===== src/rtl/uart_cfg_cmd_if.sv =====
// UART-side link between the RS232 UART top and the command interpreter.
//   recirve_vld  : receive-valid, rising edge marks a new frame
//   recieve_data : received 64-bit frame, stable while recirve_vld is high
//   send_vld     : transmitter idle
//   send_en      : one-cycle pulse that starts a reply
//   send_data    : 64-bit reply frame
// master = UART top side, slave = command interpreter side.
interface uart_cfg_cmd_if;
    localparam int unsigned FRAME_W = 64;

    logic               recirve_vld;
    logic [FRAME_W-1:0] recieve_data;
    logic               send_vld;
    logic               send_en;
    logic [FRAME_W-1:0] send_data;

    modport master (
        output recirve_vld,
        output recieve_data,
        output send_vld,
        input  send_en,
        input  send_data
    );

    modport slave (
        input  recirve_vld,
        input  recieve_data,
        input  send_vld,
        output send_en,
        output send_data
    );
endinterface


===== src/rtl/uart_cfg_cmd.sv =====
// Command interpreter behind the UART: validates 64-bit request frames,
// executes writes/reads on an 8 x 32-bit config register file (reg 7 is a
// read-only status word) and answers each accepted frame with a reply.
//   clk, rst     : system clock, asynchronous active-high reset
//   uart         : UART receive/send link (slave side)
//   cfg_regs     : registers 0-7 concatenated, reg k at [32k+31:32k]
//   cfg_wr_pulse : one-cycle pulse after a successful write
//   cfg_wr_addr  : address of the last successful write
module uart_cfg_cmd #(
    parameter logic [31:0] RST_VAL     = 32'h0000_0000,
    parameter int unsigned ACK_TIMEOUT = 255
) (
    input  logic          clk,
    input  logic          rst,
    uart_cfg_cmd_if.slave uart,
    output logic [255:0]  cfg_regs,
    output logic          cfg_wr_pulse,
    output logic [2:0]    cfg_wr_addr
);
    localparam int unsigned REG_W   = 32;
    localparam int unsigned RW_REGS = 7;
    localparam int unsigned CNT_W   = 8;

    localparam logic [7:0] REQ_HDR = 8'hA5;
    localparam logic [7:0] RSP_HDR = 8'h5A;
    localparam logic [7:0] OP_WR   = 8'h01;
    localparam logic [7:0] OP_RD   = 8'h02;
    localparam logic [7:0] ST_OK   = 8'h00;
    localparam logic [7:0] ST_CSUM = 8'h01;
    localparam logic [7:0] ST_OPC  = 8'h02;
    localparam logic [7:0] ST_ADDR = 8'h03;
    localparam logic [7:0] ST_RO   = 8'h04;

    localparam logic [CNT_W-1:0] ACK_LAST = CNT_W'(ACK_TIMEOUT - 1);
    localparam logic [CNT_W-1:0] CNT_MAX  = '1;

    typedef enum logic [2:0] {IDLE, CHECK, EXEC, WAIT_TX, WAIT_ACK} state_t;

    state_t           state_q, state_d;
    logic             vld_q, rise_q;
    logic [63:0]      frame_q;
    logic [7:0]       status_q;
    logic [REG_W-1:0] regs_q [RW_REGS];
    logic [CNT_W-1:0] err_cnt, drop_cnt, ack_cnt;

    logic [7:0]       f_hdr, f_op, f_addr;
    logic [31:0]      f_data;
    logic             hdr_ok, wr_ok, rd_ok;
    logic [7:0]       chk_status;
    logic [31:0]      status_word, rd_data;
    logic [55:0]      reply_body;

    // XOR of the seven upper bytes of a frame
    function automatic logic [7:0] byte_xor(input logic [55:0] b);
        logic [7:0] x;
        x = 8'h00;
        for (int i = 0; i < 7; i++) x = x ^ b[8*i +: 8];
        return x;
    endfunction

    assign f_hdr       = frame_q[63:56];
    assign f_op        = frame_q[55:48];
    assign f_addr      = frame_q[47:40];
    assign f_data      = frame_q[39:8];
    assign hdr_ok      = (f_hdr == REQ_HDR);
    assign status_word = {16'h0000, drop_cnt, err_cnt};
    assign wr_ok       = (status_q == ST_OK) && (f_op == OP_WR);
    assign rd_ok       = (status_q == ST_OK) && (f_op == OP_RD);

    // Frame validation, first failing rule wins
    always_comb begin
        chk_status = ST_OK;
        if (byte_xor(frame_q[63:8]) != frame_q[7:0]) chk_status = ST_CSUM;
        else if (f_op != OP_WR && f_op != OP_RD)     chk_status = ST_OPC;
        else if (f_addr > 8'd7)                      chk_status = ST_ADDR;
        else if (f_op == OP_WR && f_addr == 8'd7)    chk_status = ST_RO;
    end

    // Read mux, address 7 selects the live status word
    always_comb begin
        rd_data = status_word;
        for (int k = 0; k < RW_REGS; k++)
            if (f_addr[2:0] == 3'(k)) rd_data = regs_q[k];
    end

    assign reply_body = {RSP_HDR, status_q, f_addr, rd_ok ? rd_data : f_data};

    always_comb begin
        cfg_regs[255:224] = status_word;
        for (int k = 0; k < RW_REGS; k++) cfg_regs[REG_W*k +: REG_W] = regs_q[k];
    end

    // State register
    always_ff @(posedge clk or posedge rst) begin
        if (rst) state_q <= IDLE;
        else     state_q <= state_d;
    end

    // Next-state logic
    always_comb begin
        state_d = state_q;
        case (state_q)
            IDLE:     if (rise_q) state_d = CHECK;
            CHECK:    state_d = hdr_ok ? EXEC : IDLE;
            EXEC:     state_d = WAIT_TX;
            WAIT_TX:  if (uart.send_vld) state_d = WAIT_ACK;
            WAIT_ACK: if (!uart.send_vld || ack_cnt == ACK_LAST) state_d = IDLE;
            default:  state_d = IDLE;
        endcase
    end

    // Datapath, counters and registered outputs
    always_ff @(posedge clk or posedge rst) begin
        if (rst) begin
            vld_q          <= 1'b0;
            rise_q         <= 1'b0;
            frame_q        <= '0;
            status_q       <= ST_OK;
            err_cnt        <= '0;
            drop_cnt       <= '0;
            ack_cnt        <= '0;
            uart.send_en   <= 1'b0;
            uart.send_data <= '0;
            cfg_wr_pulse   <= 1'b0;
            cfg_wr_addr    <= 3'd0;
            for (int k = 0; k < RW_REGS; k++) regs_q[k] <= RST_VAL;
        end else begin
            vld_q        <= uart.recirve_vld;
            rise_q       <= uart.recirve_vld & ~vld_q;
            uart.send_en <= 1'b0;
            cfg_wr_pulse <= 1'b0;
            ack_cnt      <= (state_q == WAIT_ACK) ? ack_cnt + CNT_W'(1) : '0;

            // Frames arriving while busy are discarded, never queued
            if (rise_q && state_q != IDLE && drop_cnt != CNT_MAX)
                drop_cnt <= drop_cnt + CNT_W'(1);

            case (state_q)
                IDLE: if (rise_q) frame_q <= uart.recieve_data;
                CHECK: begin
                    status_q <= chk_status;
                    if ((!hdr_ok || chk_status != ST_OK) && err_cnt != CNT_MAX)
                        err_cnt <= err_cnt + CNT_W'(1);
                end
                EXEC: begin
                    uart.send_data <= {reply_body, byte_xor(reply_body)};
                    if (wr_ok) begin
                        for (int k = 0; k < RW_REGS; k++)
                            if (f_addr[2:0] == 3'(k)) regs_q[k] <= f_data;
                        cfg_wr_pulse <= 1'b1;
                        cfg_wr_addr  <= f_addr[2:0];
                    end
                end
                WAIT_TX: if (uart.send_vld) uart.send_en <= 1'b1;
                default: ;
            endcase
        end
    end
endmodule


===== src/flat_wrapper.sv =====
// flat-port wrapper written by rule: the top's interface ports become plain ports
module uart_cfg_cmd_flat 
#(
    parameter logic [31:0] RST_VAL     = 32'h0000_0000,
    parameter int unsigned ACK_TIMEOUT = 255
)
  (clk, rst, cfg_regs, cfg_wr_pulse, cfg_wr_addr, uart_recirve_vld, uart_recieve_data, uart_send_vld, uart_send_en, uart_send_data);
  uart_cfg_cmd_if uart_i ();
  input  logic clk;
  input  logic rst;
  output logic [255:0] cfg_regs;
  output logic cfg_wr_pulse;
  output logic [2:0] cfg_wr_addr;
  input wire logic [$bits(uart_i.recirve_vld)-1:0] uart_recirve_vld;
  input wire logic [$bits(uart_i.recieve_data)-1:0] uart_recieve_data;
  input wire logic [$bits(uart_i.send_vld)-1:0] uart_send_vld;
  output wire logic [$bits(uart_i.send_en)-1:0] uart_send_en;
  output wire logic [$bits(uart_i.send_data)-1:0] uart_send_data;
  assign uart_i.recirve_vld = uart_recirve_vld;
  assign uart_i.recieve_data = uart_recieve_data;
  assign uart_i.send_vld = uart_send_vld;
  assign uart_send_en = uart_i.send_en;
  assign uart_send_data = uart_i.send_data;
  uart_cfg_cmd #(.RST_VAL(RST_VAL), .ACK_TIMEOUT(ACK_TIMEOUT)) u_core (.clk(clk), .rst(rst), .uart(uart_i), .cfg_regs(cfg_regs), .cfg_wr_pulse(cfg_wr_pulse), .cfg_wr_addr(cfg_wr_addr));
endmodule

===== config.mk =====
export PLATFORM = sky130hd
export DESIGN_NAME = uart_cfg_cmd_flat
export DESIGN_NICKNAME = d
export VERILOG_FILES = /design/src/rtl/uart_cfg_cmd_if.sv /design/src/rtl/uart_cfg_cmd.sv /design/src/flat_wrapper.sv
export SDC_FILE = /design/constraint.sdc
export NUM_CORES = 1
export LEC_CHECK = 0
export ABC_CLOCK_PERIOD_IN_PS = 17700
export CAP_MARGIN = 20
export CORE_UTILIZATION = 50
export CTS_CLUSTER_SIZE = 30
export DETAILED_ROUTE_END_ITERATION = 7
export DONT_BUFFER_PORTS = 1
export GPL_ROUTABILITY_DRIVEN = 0
export SETUP_SLACK_MARGIN = 0.5
export SYNTH_ARGS = -nofsm -noshare
export SYNTH_HDL_FRONTEND = slang
export SYNTH_SLANG_ARGS = --single-unit

===== constraint.sdc =====
create_clock -name clk -period 17.7 [get_ports clk]
set_input_delay 2.655 -clock clk [delete_from_list [all_inputs] [get_ports clk]]
set_output_delay 2.655 -clock clk [all_outputs]
set_load 0.02 [all_outputs]

### Word-level counts from Yosys, hierarchy flattened

Cells that the tools add are included.
W data, S select, Z words.

* register bits after elaboration: 387
* input bits: 68
* output and inout port bits: 325
* logic and storage cells: 109

* add/subtract/negate cells: 3
* magnitude comparators: 1
* equality and inequality tests: 23
* muxes and demuxes: 22
* bitwise logic cells: 14
* reduce and logical (&&, ||, !) cells: 27

Operators with widths (count)
* $mux W32: 8
* $xor A8 B8 Y8: 11
* $mux W8: 4
* $add A8 B1 Y8 const B: 3
* $reduce_and A3 Y1: 8
* $eq A8 B8 Y1 const B: 2
* $ne A8 B8 Y1 const B: 2
* $pmux W3 S5: 1
* $eq A3 B2 Y1 const B: 4
* $eq A3 B3 Y1 const B: 4
* $mux W3: 4
* $eq A8 B1 Y1 const B: 1
* $eq A8 B2 Y1 const B: 1
* $eq A8 B3 Y1 const B: 1
* $gt A8 B3 Y1 const B: 1
* $logic_not A8 Y1: 1
* $ne A8 B1 Y1 const B: 1
* $ne A8 B2 Y1 const B: 1
* $ne A8 B8 Y1: 1
* $reduce_bool A8 Y1: 1
* $logic_and A1 B1 Y1: 7
* $eq A3 B1 Y1 const B: 2
* $logic_not A3 Y1: 2
* $reduce_and A2 Y1: 3
* 10 further kinds: 16

### Logic depth before layout (Yosys ltp)

Gate-level depths: netlist (run 1).

* depth after elaboration: 15
* gate-level depth with buffers: 12
* mapped depth without buffers: 7

### Worst setup path before layout (run 1)

Ideal clock, no wire load.

* path type: register to output
* start point: reg, netlist name u_core.uart.send_data[57]
* end point: out uart_send_data[59]
* arrival: 656 ps
* required time: 15045 ps
* slack: 14389 ps
* stages on the path, launching flop included: 2
* path buffers: 1
* path through: dfrtp_1 > buf_4

RTL lines
* end: declaration: RTL line flat_wrapper.sv:18 `output wire logic [$bits(uart_i.send_data)-1:0] uart_send_data;`

No word-level cell between the ends.

==> results of run 1 <==
[through the flow]
| stage | cell area (sq um) | std cells | total power [uW] | hold slack (ns) |
|---|---|---|---|---|
| after global placement | 18200 | 1848 | 1780 | 0.388 |
| after CTS | 19600 | 1920 | 2650 | 0.402 |
| after detailed placement | 18200 | 1848 | 1800 | 0.394 |
| final | 19600 | 1922 | 2630 | 0.398 |
| after floorplan | 18200 | 1508 | 1590 | 0.378 |
| after global routing | 19600 | 1922 | 2740 | 0.404 |
[synthesized netlist by cell type, types with 5 or more instances]
cell type,n
a211o_1,5
a211oi_1,10
a21o_1,6
a21oi_1,35
a221o_1,8
a221oi_1,9
a22o_1,7
a22oi_1,19
a2bb2oi_1,6
a31oi_1,6
a41oi_1,5
and3_1,9
buf_2,37
buf_4,40
buf_6,5
clkbuf_1,58
dfrtp_1,377
inv_1,13
mux2_1,12
mux2_2,293
mux2i_1,17
mux4_2,9
nand2_1,118
nand2b_1,15
nand3_1,16
nand4_1,9
nor2_1,42
nor2b_1,20
nor3_2,5
o21ai_0,70
o221ai_1,8
o22ai_1,16
or2_2,6
xnor2_1,83
xnor3_1,7
xor2_1,11
[registers in the layout, indices dropped and copies added (netlist names), 3 cells and up]
| name | count |
|---|---|
| u_core.frame_q | 64 |
| u_core.err_cnt | 8 |
| u_core.cfg_wr_addr | 3 |
| u_core.status_q | 3 |
| u_core.drop_cnt | 8 |
| u_core.state_q | 3 |
| u_core.ack_cnt | 8 |
| u_core.cfg_regs | 224 |
| u_core.uart.send_data | 52 |
[report_power, final]
group | internal (uW) | switching (uW) | total, uW
clock | 498 | 351 | 848
combinational | 240 | 321 | 561
sequential | 960 | 264 | 1220
total | 1700 | 935 | 2630
[per-layer routing]
layer  vias up  track usage  routed length (um)
met5         -            0                   0
met4         0        0.109                1920
met3       101        0.132                6420
met2       532        0.483               26300
met1      6142        0.410               23600
li1       5151            -                   -
[final timing paths]
| kind | slack [ns] | endpoint | depth (start not counted) |
|---|---|---|---|
| max | 13.17 | u_core.frame_q[41] | 3 |
| min | 0.40 | u_core.rise_q | 1 |
| max reg2reg | 13.62 | u_core.cfg_regs[122] | 6 |
| min reg2reg | 0.40 | u_core.rise_q | 1 |
| max in group clk | 13.62 | u_core.cfg_regs[122] | 6 |
| min in group asynchronous | 2.11 | u_core.cfg_regs[212] | 1 |
[worst register-to-register path, stage by stage, from the launching register on]
cell     delay [ns]
dfrtp_1        0.42
nor4_4         0.64
and4b_1        0.34
nand3_2        0.52
nor3_4         1.19
buf_4          0.48
mux2_2         0.38
[area by class of cell]
| cell class | count | area [sq um] |
|---|---|---|
| Antenna cell | 2 | 5.00 |
| Clock buffer | 65 | 1290 |
| Clock inverter | 7 | 42.5 |
| Fill cell | 3089 | 16000 |
| Inverter | 14 | 60.1 |
| Multi-Input combinational cell | 973 | 7970 |
| Sequential cell | 377 | 9440 |
| Tap cell | 461 | 577 |
| Timing Repair Buffer | 23 | 173 |
[cells by family (layout without fill, tap and decap cells)]
group                    count (synthesis)  count (layout)  synth area share
AND/OR/NAND/NOR                        274             274            0.0767
multiplexers                           331             331             0.210
flip-flops                             377             377             0.521
XOR/XNOR                               101             101            0.0542
AO/OA/AOI/OAI                          238             238            0.0886
adder cells (fa/ha/maj)                  4               4           0.00277
buffers and inverters                  158             109            0.0457
other                                    1              27          0.000207
[cell usage in the layout, fill, tap and decap left out, types with 8 or more instances in the layout]
master	instances
a221o_1	8
inv_1	12
nor2_1	42
mux2_1	12
o221ai_1	8
mux2i_1	17
buf_4	23
mux4_2	9
clkbuf_1	9
conb_1	25
a211oi_1	10
nand3_1	16
mux2_2	293
xnor2_1	83
a22oi_1	19
nand4_1	9
xor2_1	11
a221oi_1	9
o22ai_1	16
nand2_1	118
a21oi_1	35
clkbuf_16	43
and3_1	9
o21ai_0	70
nand2b_1	15
clkbuf_8	13
nor2b_1	19
dfrtp_1	374
==> reports/results.ini, run 1 <==
[route]
drt_iter0_markers=783
wire_per_inst_um=30.3
drt_wl_total_um=58200
vias_per_cell=6.20
ant_nets=0
dr.pass1.iters=7
drcViolationCount=0
num_vias=11926

[critical_path]
crit_fanout=121
required_ns=18.15
cp-startpoint=rst
cp_top_family=buffers and inverters
crit_arrival_ns=4.98
cp_common_cell=buf_4
worstSetupPathType=in -> async
crit_buf_inv=3
r2r-start=u_core.frame_q[50]
worst_path_max_delay_cell=buf_4
startpoint_type=primary input
cp-end-kind=async pin
slowest_delay_ns=0.87
cp_cell_sequence=inv_8 > buf_4 > buf_4

[clocking]
cts_max_path_buffers=3
cts_resized=0
hold_buffers=0
cts-root-buf=clkbuf_16
numCtsBuffers=41
cts_tree=yes
htreeDepth=2
path_clk_slew_ns=0.06
clock_sinks=377
post_cts_buffers=0
insertion_delay_ns=0.57

[global_route]
overflow=0
grt_pass1_vias=11893
grt_first_pass_wirelength_um=83800
antenna_found_initial=3
grt_util_all_layers=0.319
grt_max_degree=122

[sta]
max_slew_margin=0.191
rsz0062_at_grt=no
max_freq_mhz=221
tns_ns=0
min_period_ns=4.53
hold_viol_final=0
skew_ns=0.0155
setup_viol=0
tightest_slew_ns=1.21
timing.final.crit_share=0.256
fin_ws_ns=13.17
slew_violations=0

[cells_and_area]
utilization=0.550
synthToLayoutAreaGrowth_pct=8.07
drive_above_1_share=0.285
nets=1502

[floorplanning]
coreArea_sq_um=35600
die_y_um=192
start_util=0.509
ioPinCount=393
die_w_um=192
placementRows=69
die_area_sq_um=37000

[flow_run]
max_cap_viol_count=0

[worst_hold_path]
hold_class=reg -> reg
min_from=u_core.vld_q

[pwr]
p_leak_uw=0.00902
vdd_drop_max_mv=0.101
power_density_nw_per_um2=135

[logic_synthesis]
yosysWarningCount=0
synth_flop_cell=dfrtp_1
ys_ff_latch=377
seq_area_frac_synth=0.521
synth_top_area_cell=dfrtp_1
synth_cells=1484
synth_top_area_share=0.521
synth_area_leaders=dfrtp_1 (52%), mux2_2 (18%), xnor2_1 (4.0%)
async_reset_ff_frac=1.00
ys_types=78
synth_edf_count=0
netlist_area_sq_um=18100
synth.avg_cell_area_sq_um=12.2

[placed_design]
dpl.hpwl_um=41100
port_buffers=0
pre_cts_ws_ns=12.50

[status]
outcome=completed

Note: power is estimated with default switching activity, not from simulation.
==> inputs of run 2 (changes only) <==
--- a/config.mk
+++ b/config.mk
@@ -5,7 +5,7 @@
 export SDC_FILE = /design/constraint.sdc
 export NUM_CORES = 1
 export LEC_CHECK = 0
-export ABC_CLOCK_PERIOD_IN_PS = 17700
+export ABC_CLOCK_PERIOD_IN_PS = 4200
 export CAP_MARGIN = 20
 export CORE_UTILIZATION = 50
 export CTS_CLUSTER_SIZE = 30
==> constraint.sdc (replaced) <==
create_clock -name clk -period 4.2 [get_ports clk]
set_input_delay 0.63 -clock clk [delete_from_list [all_inputs] [get_ports clk]]
set_output_delay 0.63 -clock clk [all_outputs]
set_load 0.02 [all_outputs]
==> reports/results.ini, run 2 (same netlist as run 1, synthesis figures left out) <==
[global_route]
grt_pass1_vias=12048  ; +1.3%
overflow=0  ; unchanged
grt_max_degree=116  ; -4.9%
antenna_found_initial=1  ; -2
grt_first_pass_wirelength_um=85600  ; +2.2%
grt_util_all_layers=0.322  ; +0.00349

[clocking]
cts_max_path_buffers=3  ; unchanged
path_clk_slew_ns=0.06  ; about the same
clock_sinks=377  ; unchanged
cts_tree=yes
cts_resized=0  ; unchanged
numCtsBuffers=43  ; +4.9%
insertion_delay_ns=0.55  ; -0.02 ns
cts-root-buf=clkbuf_16
htreeDepth=2  ; unchanged

[floorplanning]
coreArea_sq_um=35600  ; unchanged
die_w_um=192  ; unchanged
die_y_um=192  ; unchanged
placementRows=69  ; unchanged
start_util=0.509  ; unchanged
die_area_sq_um=37000  ; unchanged
ioPinCount=393  ; unchanged

[cells_and_area]
filler_cell_count=3022  ; -2.2%
final_common_cell=dfrtp_1
utilization=0.555  ; +0.00549
nets=1517  ; +1.0%
fin_area_sq_um=19800  ; +1.0%
synthToLayoutAreaGrowth_pct=9.15
final_cells=1936  ; +0.73%
drive_above_1_share=0.293  ; +0.00795
largest_reg_flops=224  ; unchanged
multi_input_area_sq_um=7970  ; unchanged
layout_common_cells=dfrtp_1 (374), mux2_2 (293), nand2_1 (118)
seqCellArea_sq_um=9440  ; unchanged

[sta]
rsz0062_at_grt=no
tns_ns=0  ; unchanged
hold_viol_final=0  ; unchanged
timing.final.crit_share=0.860
tightest_slew_ns=1.12  ; -0.0944 ns
min_period_ns=3.61
skew_ns=0.0225  ; +0.00695 ns
setup_viol=0  ; unchanged
max_freq_mhz=277
hold_ws_ns=0.122  ; -0.276 ns
max_slew_margin=0.256  ; +0.0648
slew_violations=0  ; unchanged

[critical_path]
rr_worst_depth=7  ; +1
cp-end-kind=flip-flop
crit_fanout=40  ; -67%
startpoint_type=flip-flop
required_ns=4.67  ; -13.48 ns
r2r-start=u_core.frame_q[42]
worstSetupPathType=reg -> reg
reg2reg_slack_ns=0.59  ; -13.03 ns
worst_r2r_endpoint=u_core.uart.send_data[2]
crit_arrival_ns=4.08  ; -0.90 ns

[worst_hold_path]
hold-path-cell-count=0  ; -1
min_from=uart_recirve_vld
hold_path_end=u_core.vld_q
hold_class=in -> reg

[pwr]
clkPwrFrac=0.329  ; +0.007
p_seq_frac=0.458  ; -0.007
p_leak_uw=0.00913  ; +1.2%
combPwrFrac=0.213  ; about the same
swShare=0.353  ; -0.00237
power_density_nw_per_um2=572  ; +320%
vdd_drop_max_mv=0.497  ; +390%
internal-power_uw=7310  ; +330%
switching_power_uw=3990  ; +330%

[route]
wl_met2_um=27300  ; +3.7%
drcViolationCount=0  ; unchanged
wire_per_inst_um=30.7  ; +1.2%
dr.pass1.iters=6  ; -1
ant_nets=0  ; unchanged
drt_iter0_markers=1015  ; +30%
route.met3.wl_um=6870  ; +7.1%
route.layer.met1.wl_um=23400  ; -0.68%
vias_per_cell=6.27  ; +0.98%
num_vias=12131  ; +1.7%
highest_layer=met5
drt_wl_total_um=59300  ; +1.9%

[flow_run]
max_cap_viol_count=0  ; unchanged

[placed_design]
port_buffers=0  ; unchanged
dpl.hpwl_um=42400  ; +3.1%
dp_cells=1860  ; +0.65%
placed_area_sq_um=18400  ; +0.75%

[status]
outcome=completed

[run 2: power by group through the flow]
stage          Sequential (uW)  Clock [uW]  Combinational, uW
5_1_grt                   5240        3910               2580
3_5_place_dp              5230           0               2380
3_3_place_gp              5210           0               2350
2_1_floorplan             4680           0               2030
4_1_cts                   5160        3780               2390
6_report                  5170        3720               2410
[run 2: final cells by class]
type | instances | share of cell area
Sequential cell | 377 | 0.478
Timing Repair Buffer | 36 | 0.0163
Multi-Input combinational cell | 973 | 0.403
Clock inverter | 18 | 0.0100
Tap cell | 461 | 0.0292
Antenna cell | 1 | 0.000127
Inverter | 14 | 0.00285
Clock buffer | 56 | 0.0600
[run 2: metal layers]
metal | vias up | track usage
li1 | 5172 | -
met1 | 6278 | 0.424
met2 | 586 | 0.496
met3 | 93 | 0.115
met4 | 2 | 0.100
met5 | - | 0
[run 2: through the flow]
stage,worst slack (ns),power (uW)
finish,0.590,11300
global route,0.526,11700
CTS,0.789,11300
detailed placement,0.815,7600
global placement,0.797,7570
floorplan,-1.49,6710
[run 2: worst max path at each step]
stage / start / to / slack (ns) / cells after the start
after floorplan: rst / u_core.ack_cnt[0] / -1.49 / 1
after global placement: u_core.frame_q[41] / u_core.uart.send_data[7] / 0.80 / 8
after detailed placement: u_core.frame_q[41] / u_core.uart.send_data[2] / 0.81 / 7
after CTS: u_core.frame_q[41] / u_core.uart.send_data[2] / 0.79 / 7
after global routing: u_core.frame_q[42] / u_core.uart.send_data[2] / 0.53 / 7
final: u_core.frame_q[42] / u_core.uart.send_data[2] / 0.59 / 7
[run 2: what timing repair did]
action	4_1_cts	5_1_grt
hold endpoints to repair	4	0
hold buffers	1	0
buffers inserted	0	0
[run 2: critical path, cell delays in order (launching register included)]
cell      delay, ns
dfrtp_4        0.81
inv_1          0.44
nor2_1         0.89
a222oi_1       0.20
o311ai_0       0.18
o21ai_0        0.41
xnor3_1        0.45
o21ai_0        0.14
